$ cat src/rtl/dot_product_engine.sv
// Streaming signed dot-product engine: NUM_LANES multipliers, adder tree, and accumulator.
// Each window is vec_len beats long. The pipeline has three stages: product, lane sum, accumulate.
// Optional feature: define DOT_PRODUCT_SAT_EN to enable a saturating accumulator with a sticky
// overflow flag. Without it, the accumulator wraps modulo 2^ACC_W and overflow is held at 0.
module dot_product_engine #(
    parameter int unsigned NUM_LANES = 4,
    parameter int unsigned DATA_W    = 8,
    parameter int unsigned ACC_W     = 32,
    parameter int unsigned LEN_W     = 8
) (
    input  logic                          clk,
    input  logic                          rst,
    input  logic                          start,
    input  logic [LEN_W-1:0]              vec_len,
    input  logic                          in_valid,
    output logic                          in_ready,
    input  logic [NUM_LANES*DATA_W-1:0]   a,
    input  logic [NUM_LANES*DATA_W-1:0]   b,
    output logic                          out_valid,
    input  logic                          out_ready,
    output logic signed [ACC_W-1:0]       dot_out,
    output logic                          overflow,
    output logic                          busy
);

    localparam int unsigned PROD_W = 2 * DATA_W;
    localparam int unsigned TREE_W = PROD_W + $clog2(NUM_LANES);
    // Lane sum is never narrower than the full tree growth, so stage 2 itself cannot overflow
    localparam int unsigned SUM_W  = (TREE_W > ACC_W) ? TREE_W : ACC_W;
    localparam int unsigned ADD_W  = SUM_W + 1;

    localparam logic signed [ACC_W-1:0] ACC_MAX = {1'b0, {(ACC_W-1){1'b1}}};
    localparam logic signed [ACC_W-1:0] ACC_MIN = {1'b1, {(ACC_W-1){1'b0}}};

    typedef enum logic [1:0] {IDLE, ACCUM, DRAIN, DONE} state_t;

    state_t                    state;
    state_t                    state_next;
    logic                      clear_c;
    logic                      accept_c;
    logic                      last_beat_c;
    logic [LEN_W-1:0]          len_q;
    logic [LEN_W-1:0]          beat_cnt;

    logic signed [PROD_W-1:0]  prod_c [NUM_LANES];
    logic signed [PROD_W-1:0]  prod_q [NUM_LANES];
    logic                      s1_valid;
    logic signed [SUM_W-1:0]   tree_c;
    logic signed [SUM_W-1:0]   s2_sum;
    logic                      s2_valid;
    logic signed [ACC_W-1:0]   acc_next_c;
    logic                      ovf_hit_c;

    // Handshake qualifiers for the beat stream
    always_comb begin
        accept_c    = in_valid && in_ready;
        last_beat_c = (beat_cnt == (len_q - LEN_W'(1)));
    end

    // Next-state logic; DRAIN waits for the pipeline to empty before presenting the result
    always_comb begin
        state_next = state;
        clear_c    = 1'b0;
        case (state)
            IDLE: begin
                if (start) begin
                    clear_c    = 1'b1;
                    state_next = (vec_len == '0) ? DRAIN : ACCUM;
                end
            end
            ACCUM: begin
                if (accept_c && last_beat_c) state_next = DRAIN;
            end
            DRAIN: begin
                if (!s1_valid && !s2_valid) state_next = DONE;
            end
            DONE: begin
                if (out_ready) state_next = IDLE;
            end
            default: state_next = IDLE;
        endcase
    end

    // State register with registered status outputs decoded from the next state
    always_ff @(posedge clk or posedge rst) begin
        if (rst) begin
            state     <= IDLE;
            in_ready  <= 1'b0;
            out_valid <= 1'b0;
            busy      <= 1'b0;
        end else begin
            state     <= state_next;
            in_ready  <= (state_next == ACCUM);
            out_valid <= (state_next == DONE);
            busy      <= (state_next != IDLE);
        end
    end

    // Window length capture and accepted-beat counter
    always_ff @(posedge clk or posedge rst) begin
        if (rst) begin
            len_q    <= '0;
            beat_cnt <= '0;
        end else if (clear_c) begin
            len_q    <= vec_len;
            beat_cnt <= '0;
        end else if (accept_c) begin
            beat_cnt <= beat_cnt + LEN_W'(1);
        end
    end

    // Stage 1 combinational: per-lane signed products
    always_comb begin
        for (int i = 0; i < NUM_LANES; i++) begin
            prod_c[i] = PROD_W'($signed(a[i*DATA_W +: DATA_W])) *
                        PROD_W'($signed(b[i*DATA_W +: DATA_W]));
        end
    end

    // Stage 1 register
    always_ff @(posedge clk or posedge rst) begin
        if (rst) begin
            s1_valid <= 1'b0;
            for (int i = 0; i < NUM_LANES; i++) prod_q[i] <= '0;
        end else begin
            s1_valid <= accept_c;
            if (accept_c) begin
                for (int i = 0; i < NUM_LANES; i++) prod_q[i] <= prod_c[i];
            end
        end
    end

    // Stage 2 combinational: sign-extended lane sum
    always_comb begin
        tree_c = '0;
        for (int i = 0; i < NUM_LANES; i++) begin
            tree_c = tree_c + SUM_W'(prod_q[i]);
        end
    end

    // Stage 2 register
    always_ff @(posedge clk or posedge rst) begin
        if (rst) begin
            s2_valid <= 1'b0;
            s2_sum   <= '0;
        end else begin
            s2_valid <= s1_valid;
            if (s1_valid) s2_sum <= tree_c;
        end
    end

    // Stage 3 combinational: accumulate with saturation or wrap
`ifdef DOT_PRODUCT_SAT_EN
    logic signed [ADD_W-1:0] sum_ext_c;
    always_comb begin
        sum_ext_c  = ADD_W'(dot_out) + ADD_W'(s2_sum);
        acc_next_c = ACC_W'(sum_ext_c);
        ovf_hit_c  = 1'b0;
        if (sum_ext_c > ADD_W'(ACC_MAX)) begin
            acc_next_c = ACC_MAX;
            ovf_hit_c  = 1'b1;
        end else if (sum_ext_c < ADD_W'(ACC_MIN)) begin
            acc_next_c = ACC_MIN;
            ovf_hit_c  = 1'b1;
        end
    end
`else
    always_comb begin
        acc_next_c = dot_out + ACC_W'(s2_sum);
        ovf_hit_c  = 1'b0;
    end
`endif

    // Stage 3 register: the accumulator drives dot_out, and overflow stays set until the next start
    always_ff @(posedge clk or posedge rst) begin
        if (rst) begin
            dot_out  <= '0;
            overflow <= 1'b0;
        end else if (clear_c) begin
            dot_out  <= '0;
            overflow <= 1'b0;
        end else if (s2_valid) begin
            dot_out  <= acc_next_c;
            overflow <= overflow | ovf_hit_c;
        end
    end

endmodule

$ cat config.mk
export PLATFORM = sky130hd
export DESIGN_NAME = dot_product_engine
export DESIGN_NICKNAME = d
export VERILOG_FILES = /design/src/rtl/dot_product_engine.sv
export SDC_FILE = /design/constraint.sdc
export NUM_CORES = 1
export LEC_CHECK = 0
export CORE_MARGIN = 8
export CORE_UTILIZATION = 35
export CTS_CLUSTER_DIAMETER = 40
export DETAILED_ROUTE_END_ITERATION = 6
export SLEW_MARGIN = 5
export SYNTH_ARGS = -nofsm -noshare
export SYNTH_HDL_FRONTEND = slang
export SYNTH_SLANG_ARGS = --single-unit
$ cat constraint.sdc
create_clock -name clk -period 15.7 [get_ports clk]
set_clock_uncertainty 0.15 [all_clocks]
set_input_delay 4.71 -clock clk [delete_from_list [all_inputs] [get_ports clk]]
set_output_delay 4.71 -clock clk [all_outputs]
set_load 0.005 [all_outputs]
==> impl_metrics.py, run 1 <==
metrics = {
    "layout": {
        "n_fill_cell": 5080,
        "area_growth_syn_to_layout_pct": 13.9,
        "final_cells": 2743,
        "drive_gt1_share_pct": 3.30,
        "layout.nets": 2550,
        "antennaDiodeCount": 0,
    },
    "die": {
        "core-area_mm2": 0.0512,
        "initial_core_util_pct": 35.3,
        "dieArea_mm2": 0.0592,
        "chipHeight_um": 243,
        "die-width_um": 243,
        "fp-row-count": 83,
        "io_pins": 113,
    },
    "setup_path": {
        "critPathMaxStageDelay_ns": 0.56,
        "timing.critical_path.from": "a[8]",
        "path_class": "in -> reg",
        "r2r_slack_ns": 11.66,
        "rr_worst_depth": 14,
        "cp.required_ns": 15.81,
        "critPathArrivalTime_ns": 9.41,
        "r2r-end": "s2_sum[17]$_DFFE_PP0P_",
        "startpoint_type": "input pin",
        "path_buf_inv": 4,
        "critPathCaptureType": "flop",
        "r2r-start": "prod_q[1]$_DFFE_PP0P_",
        "crit_cells": 18,
        "path_cells": "clkdlybuf4s50_1, nand2b_1, fa_1, fa_1, inv_1, fa_1, inv_1, fa_1, inv_1, ha_1, o21ai_0, a21boi_0, o21ai_0, a21oi_1, o21ai_0, a211oi_1, o21a_1, o31ai_1",
        "crit_slowest_cell": "clkdlybuf4s50_1",
        "crit_fanout": 8,
        "crit_path_frequent_cell": "fa_1",
        "crit_family": "adder cells",
    },
    "synthesis": {
        "synth-seq-area-share_pct": 19.1,
        "synth_edf_count": 0,
        "syn_avg_cell_area_um2": 9.29,
        "ys_warn_count": 0,
        "netlist_area_mm2": 0.0181,
        "ys_seq_elements": 138,
        "synthDistinctLibCells": 69,
        "netlist_instances": 1947,
        "synth_nets": 2445,
        "synthArstFlopShare_pct": 100,
        "synth_ff_type": "dfrtp_1",
    },
    "global_routing": {
        "antenna_found_initial": 0,
        "grt_pass1_vias": 13969,
        "grt-ovfl-total": 0,
        "grt_max_degree": 108,
        "grt_usage_pct": 14.1,
        "grt_pass1_wl_um": 70100,
    },
    "sta": {
        "slew-limit-headroom_pct": 34.7,
        "period_minus_slack_ns": 9.30,
        "hold_viol_final": 0,
        "finalSetupViolations": 0,
        "fin_setup_tns_ns": 0,
        "rsz0062_at_grt": "false",
        "slew_viol_final": 0,
        "period_share_pct": 59.2,
        "worstMarginPinSlew_ns": 0.979,
        "max_freq_mhz": 108,
    },
    "clocking": {
        "post_cts_resized": 0,
        "cts_sinks": 138,
        "numCtsBuffers": 17,
        "cts_root_buf": "clkbuf_16",
        "ctsHtreeMaxLevel": 4,
        "clockBufferDepth": 2,
        "tritoncts": "yes",
        "path_clk_slew_ns": 0.06,
        "post-cts-setup-buffers": 0,
        "clk_latency_ns": 0.42,
        "postCtsHoldBufs": 0,
    },
    "detailed_routing": {
        "routed_wl_um": 40400,
        "dr_total_vias": 13032,
        "routedWlPerCell_um": 14.7,
        "dr.pass1.iters": 6,
        "antenna_left": 0,
        "drc": 0,
        "drt_iter0_markers": 638,
        "routed_via_density": 4.75,
    },
    "pwr": {
        "p_clk_share_pct": 9.3,
        "power_mw": 4.59,
        "sequentialPowerShare_pct": 16.2,
        "p_int_mw": 2.39,
        "swShare_pct": 48.0,
        "vdd.ir_drop.worst_uv": 158,
        "p_per_area_mw_per_mm2": 223,
        "switching_power_mw": 2.20,
        "pwr-share-comb_pct": 74.5,
        "leakage_nw": 10.0,
    },
    "hold_path": {
        "hold_depth": 2,
        "hold_end": "prod_q[48]$_DFFE_PP0P_",
        "hp-class": "reg -> reg",
        "hold_path.startpoint": "prod_q[48]$_DFFE_PP0P_",
    },
    "placed_design": {
        "dp.cells": 2713,
        "portBuffers": 111,
        "place_hpwl_um": 34100,
        "gp_congestion": 0.815,
    },
    "status": {
        "status": "complete, no violations",
    },
    "job": {
        "cap_violations": 0,
    },
}
worst max path at each step:
stage                                   endpoint  slack, ns
final                     prod_q[46]$_DFFE_PP0P_       6.40
after global routing      prod_q[14]$_DFFE_PP0P_       6.01
after CTS                 prod_q[46]$_DFFE_PP0P_       6.39
after detailed placement  prod_q[46]$_DFFE_PP0P_       5.97
after global placement    prod_q[30]$_DFFE_PP0P_       6.04
after floorplan           prod_q[46]$_DFFE_PP0P_       6.88
stage by stage:
step	util (%)	cell area [µm²]	hold slack, ns	setup WS, ns
after floorplan	-	18100	0.202	6.88
after global placement	39.0	20000	0.323	6.04
after detailed placement	39.0	20000	0.338	5.97
after CTS	40.2	20600	0.354	6.39
after global routing	40.2	20600	0.370	6.01
final	40.2	20600	0.337	6.40
layer usage:
layer / wire, µm / part of all wire [%] / vias to the layer above / global-route usage, %
met1: 19200 / 47 / 6465 / 19.0
met3: 951 / 2.4 / 31 / 1.49
met5: 0 / 0 / - / 0
li1: - / - / 6374 / -
met4: 429 / 1.1 / 0 / 2.52
met2: 19900 / 49 / 162 / 24.4
registers in the layout, summed over array words and instances, names as in the netlist:
signal and count:
len_q 8, beat_cnt 8, out_valid 1, s1_valid 1, in_ready 1, busy 1, s2_sum 19, state 2
s2_valid 1, dot_out 32, prod_q 64
final cells by class:
class                           instances  area [µm²]  area share, %
Multi-Input combinational cell       1420       13200           64.0
Sequential cell                       138        3450           16.8
Inverter                              360        1360           6.58
Timing Repair Buffer                  115        1140           5.54
Tap cell                              680         851           4.13
Clock buffer                           19         443           2.15
Clock inverter                         11         171          0.832
cells by family after synthesis:
| logic type | Yosys count | share of synthesized area [%] |
|---|---|---|
| mux | 35 | 2.02 |
| xor+xnor | 106 | 5.13 |
| fa+ha+maj | 421 | 39.7 |
| other cells | 1 | 0.0207 |
| flops | 138 | 19.1 |
| buf+inv | 389 | 8.09 |
| simple gates | 596 | 16.6 |
| compound gates | 261 | 9.39 |
layout by cell type, fill, tap and decap left out, drive strengths merged, types with 5 or more instances in the layout:
cell           count
and3              13
clkinv             5
o22ai              7
nand4              5
fa               254
clkbuf            19
nand2            208
a21oi             56
a31oi              8
a211oi            12
o31ai             16
nor4               8
nand2b            24
a21o              31
xor2              34
xnor2             72
clkdlybuf4s50    111
o21ai             79
nor3              16
inv              360
dfrtp            138
o21a              12
nor2b             33
nor2              78
ha               167
mux2i             23
mux2              12
or2                6
and2             171
a21boi             8
nand3             19
synth_stat cells, types with 19 or more instances:
library cell    n  area share [%]
and2_1        171             5.9
xnor2_1        72             3.5
nand3_1        19            0.53
ha_1          167              12
xor2_1         34             1.6
a21oi_1        54             1.5
nand2b_1       24            0.83
o21ai_0        74             2.0
nor2_1         77             1.6
dfrtp_1       138              19
nand2_1       208             4.3
inv_1         358             7.4
clkbuf_1       20            0.41
a21o_1         31             1.3
mux2i_1        23             1.3
nor2b_1        33             1.1
fa_1          254              28
worst reg2reg max path: stages (launching register included):
cell and delay [ns]:
dfrtp_1 0.44, fa_1 0.52, fa_1 0.50, ha_1 0.16, inv_1 0.06, fa_1 0.45
nor2b_1 0.15, o21ai_2 0.07, a21boi_1 0.23, o21ai_2 0.11, a211oi_2 0.31, or4_1 0.18
a21oi_2 0.08, o2111a_1 0.26, a221o_1 0.25
power by group through the flow:
stage	Sequential (mW)	Combinational, mW	Clock [mW]
CTS	0.749	3.45	0.435
global route	0.768	3.92	0.449
global placement	0.750	3.35	0
finish	0.743	3.42	0.426
detailed placement	0.755	3.43	0
floorplan	0.664	2.68	0
(Power assumes the default switching activity.)
==> run 2: changes to the inputs <==
==> constraint.sdc (replaced) <==
create_clock -name clk -period 8.25 [get_ports clk]
set_clock_uncertainty 0.15 [all_clocks]
set_input_delay 2.475 -clock clk [delete_from_list [all_inputs] [get_ports clk]]
set_output_delay 2.475 -clock clk [all_outputs]
set_load 0.005 [all_outputs]
==> run 2 against run 1 <==
Compared with the run above: critical path depth unchanged; largest cell class unchanged; sequential share of layout area about the same; die area unchanged; largest power group unchanged; setup slack worse by 5.2 ns; register-to-register slack worse by 7.4 ns.
==> impl_metrics.py, run 2 (same netlist as run 1, synthesis figures left out) <==
metrics = {
    "sta": {
        "slew_viol_final": 0,
        "fin_setup_tns_ns": 0,
        "rsz0062_at_grt": "false",
        "setup_ws_ns": 1.15,
        "slew-limit-headroom_pct": 34.2,
        "hold_viol_final": 0,
        "period_minus_slack_ns": 7.10,
        "worstMarginPinSlew_ns": 0.987,
        "hold-worst-slack_ns": 0.340,
        "period_share_pct": 86.0,
        "max_freq_mhz": 141,
        "finalSetupViolations": 0,
    },
    "setup_path": {
        "crit_cells": 18,
        "path_buf_inv": 4,
        "critPathCaptureType": "flop",
        "critPathMaxStageDelay_ns": 0.57,
        "r2r-end": "s2_sum[17]$_DFFE_PP0P_",
        "startpoint_type": "input pin",
        "path_class": "in -> reg",
        "path_cells": "clkdlybuf4s50_1, nand2b_1, fa_1, fa_1, inv_1, fa_1, inv_1, fa_1, inv_1, ha_1, o21ai_0, a21boi_0, o21ai_0, a21oi_1, o21ai_0, a211oi_1, o21a_1, o31ai_1",
        "crit_slowest_cell": "clkdlybuf4s50_1",
        "endpoint": "prod_q[46]$_DFFE_PP0P_",
        "timing.critical_path.from": "a[8]",
        "r2r-start": "prod_q[1]$_DFFE_PP0P_",
        "critPathArrivalTime_ns": 7.22,
        "crit_fanout": 8,
        "crit_family": "adder cells",
        "crit_path_frequent_cell": "fa_1",
        "cp.required_ns": 8.37,
        "r2r_slack_ns": 4.24,
        "rr_worst_depth": 14,
    },
    "layout": {
        "largest_register": "prod_q",
        "final_common_cell": "inv_1",
        "largest_reg_flops": 64,
        "layout.nets": 2550,
        "top_regs": "prod_q x64, dot_out x32, s2_sum x19",
        "drive_gt1_share_pct": 3.39,
        "area_growth_syn_to_layout_pct": 14.1,
        "mostFrequentLayoutCells": "357 x inv_1, 254 x fa_1, 207 x nand2_1, 171 x and2_1, 167 x ha_1",
        "antennaDiodeCount": 0,
    },
    "detailed_routing": {
        "routedWlPerCell_um": 14.6,
        "drc": 0,
        "dr.pass1.iters": 5,
        "routed_wl_um": 40100,
        "routed_via_density": 4.74,
        "drt_iter0_markers": 522,
        "antenna_left": 0,
        "dr_total_vias": 13009,
    },
    "die": {
        "fp-row-count": 83,
        "die-width_um": 243,
        "initial_core_util_pct": 35.3,
        "dieArea_mm2": 0.0592,
        "io_pins": 113,
        "core-area_mm2": 0.0512,
        "chipHeight_um": 243,
    },
    "clocking": {
        "cts_root_buf": "clkbuf_16",
        "postCtsHoldBufs": 0,
        "path_clk_slew_ns": 0.06,
        "post_cts_resized": 0,
        "cts_sinks": 138,
        "post-cts-setup-buffers": 0,
        "ctsHtreeMaxLevel": 4,
        "clockBufferDepth": 2,
        "tritoncts": "yes",
        "numCtsBuffers": 17,
        "clk_latency_ns": 0.43,
    },
    "global_routing": {
        "grt_max_degree": 108,
        "grt_pass1_vias": 13779,
        "grt_usage_pct": 13.9,
        "grt_pass1_wl_um": 69000,
        "grt-ovfl-total": 0,
        "antenna_found_initial": 0,
    },
    "hold_path": {
        "hp-class": "reg -> reg",
    },
    "pwr": {
        "vdd.ir_drop.worst_uv": 283,
        "p_per_area_mw_per_mm2": 425,
        "leakage_nw": 10.0,
    },
    "placed_design": {
        "portBuffers": 111,
        "gp_congestion": 0.818,
        "preCtsSetupSlack_ns": 0.711,
        "place_hpwl_um": 33800,
    },
    "status": {
        "status": "complete, no violations",
    },
    "job": {
        "cap_violations": 0,
    },
}
-- run 2: changes by cell type in the layout (fill, tap and decap cells not counted) --
cell / before / now
bufinv_16: 4 / 5
clkinv_2: 2 / 1
clkinv_4: 2 / 6
clkinvlp_4: 2 / 0
-- run 2: metrics by stage --
step                      area [µm²]  utilization [%]  std cells  power, mW
after CTS                      20600             40.3       2745       8.87
after global routing           20600             40.3       2745       9.84
after detailed placement       20000             39.0       2713       7.94
final                          20600             40.3       2745       8.78
after global placement         20000             39.0       2713       7.80
after floorplan                18100                -       1947       6.36
-- run 2: worst reg2reg max path, delay by kind of cell (launching register included) --
| kind | cells | cell delay, ns |
|---|---|---|
| simple gates | 2 | 0.33 |
| flops | 1 | 0.43 |
| fa+ha+maj | 4 | 1.61 |
| buf+inv | 1 | 0.06 |
| compound gates | 7 | 1.30 |
-- run 2: final cells by class --
cell class,instances,area [µm²]
clock buffer,19,443
sequential,138,3450
inverter,360,1360
clock inverter,13,216
fill,5118,30500
timing repair buffer,115,1140
multi-input combinational,1420,13200
tap,680,851
-- run 2: how the worst min path moves through the flow --
stage / startpoint / cells past startpoint / to
after floorplan: s1_valid$_DFF_PP0_ / 0 / s2_valid$_DFF_PP0_
after global placement: prod_q[48]$_DFFE_PP0P_ / 2 / prod_q[48]$_DFFE_PP0P_
after detailed placement: s2_sum[2]$_DFFE_PP0P_ / 2 / s2_sum[2]$_DFFE_PP0P_
after CTS: s2_sum[2]$_DFFE_PP0P_ / 2 / s2_sum[2]$_DFFE_PP0P_
after global routing: s2_sum[12]$_DFFE_PP0P_ / 1 / s2_sum[12]$_DFFE_PP0P_
final: prod_q[48]$_DFFE_PP0P_ / 2 / prod_q[48]$_DFFE_PP0P_
-- run 2: power breakdown --
part,internal [mW],switching (mW),leakage (nW)
combinational,3.00,3.50,8.03
sequential,1.03,0.388,1.70
clock,0.548,0.316,0.322
total,4.57,4.20,10.0
-- run 2: per-layer routing --
metal,up-vias,part of all wire (%),GRT usage [%]
li1,6378,-,-
met1,6456,47,18.7
met5,-,0,0
met4,0,0.88,2.34
met2,152,49,24.2
met3,23,2.4,1.76
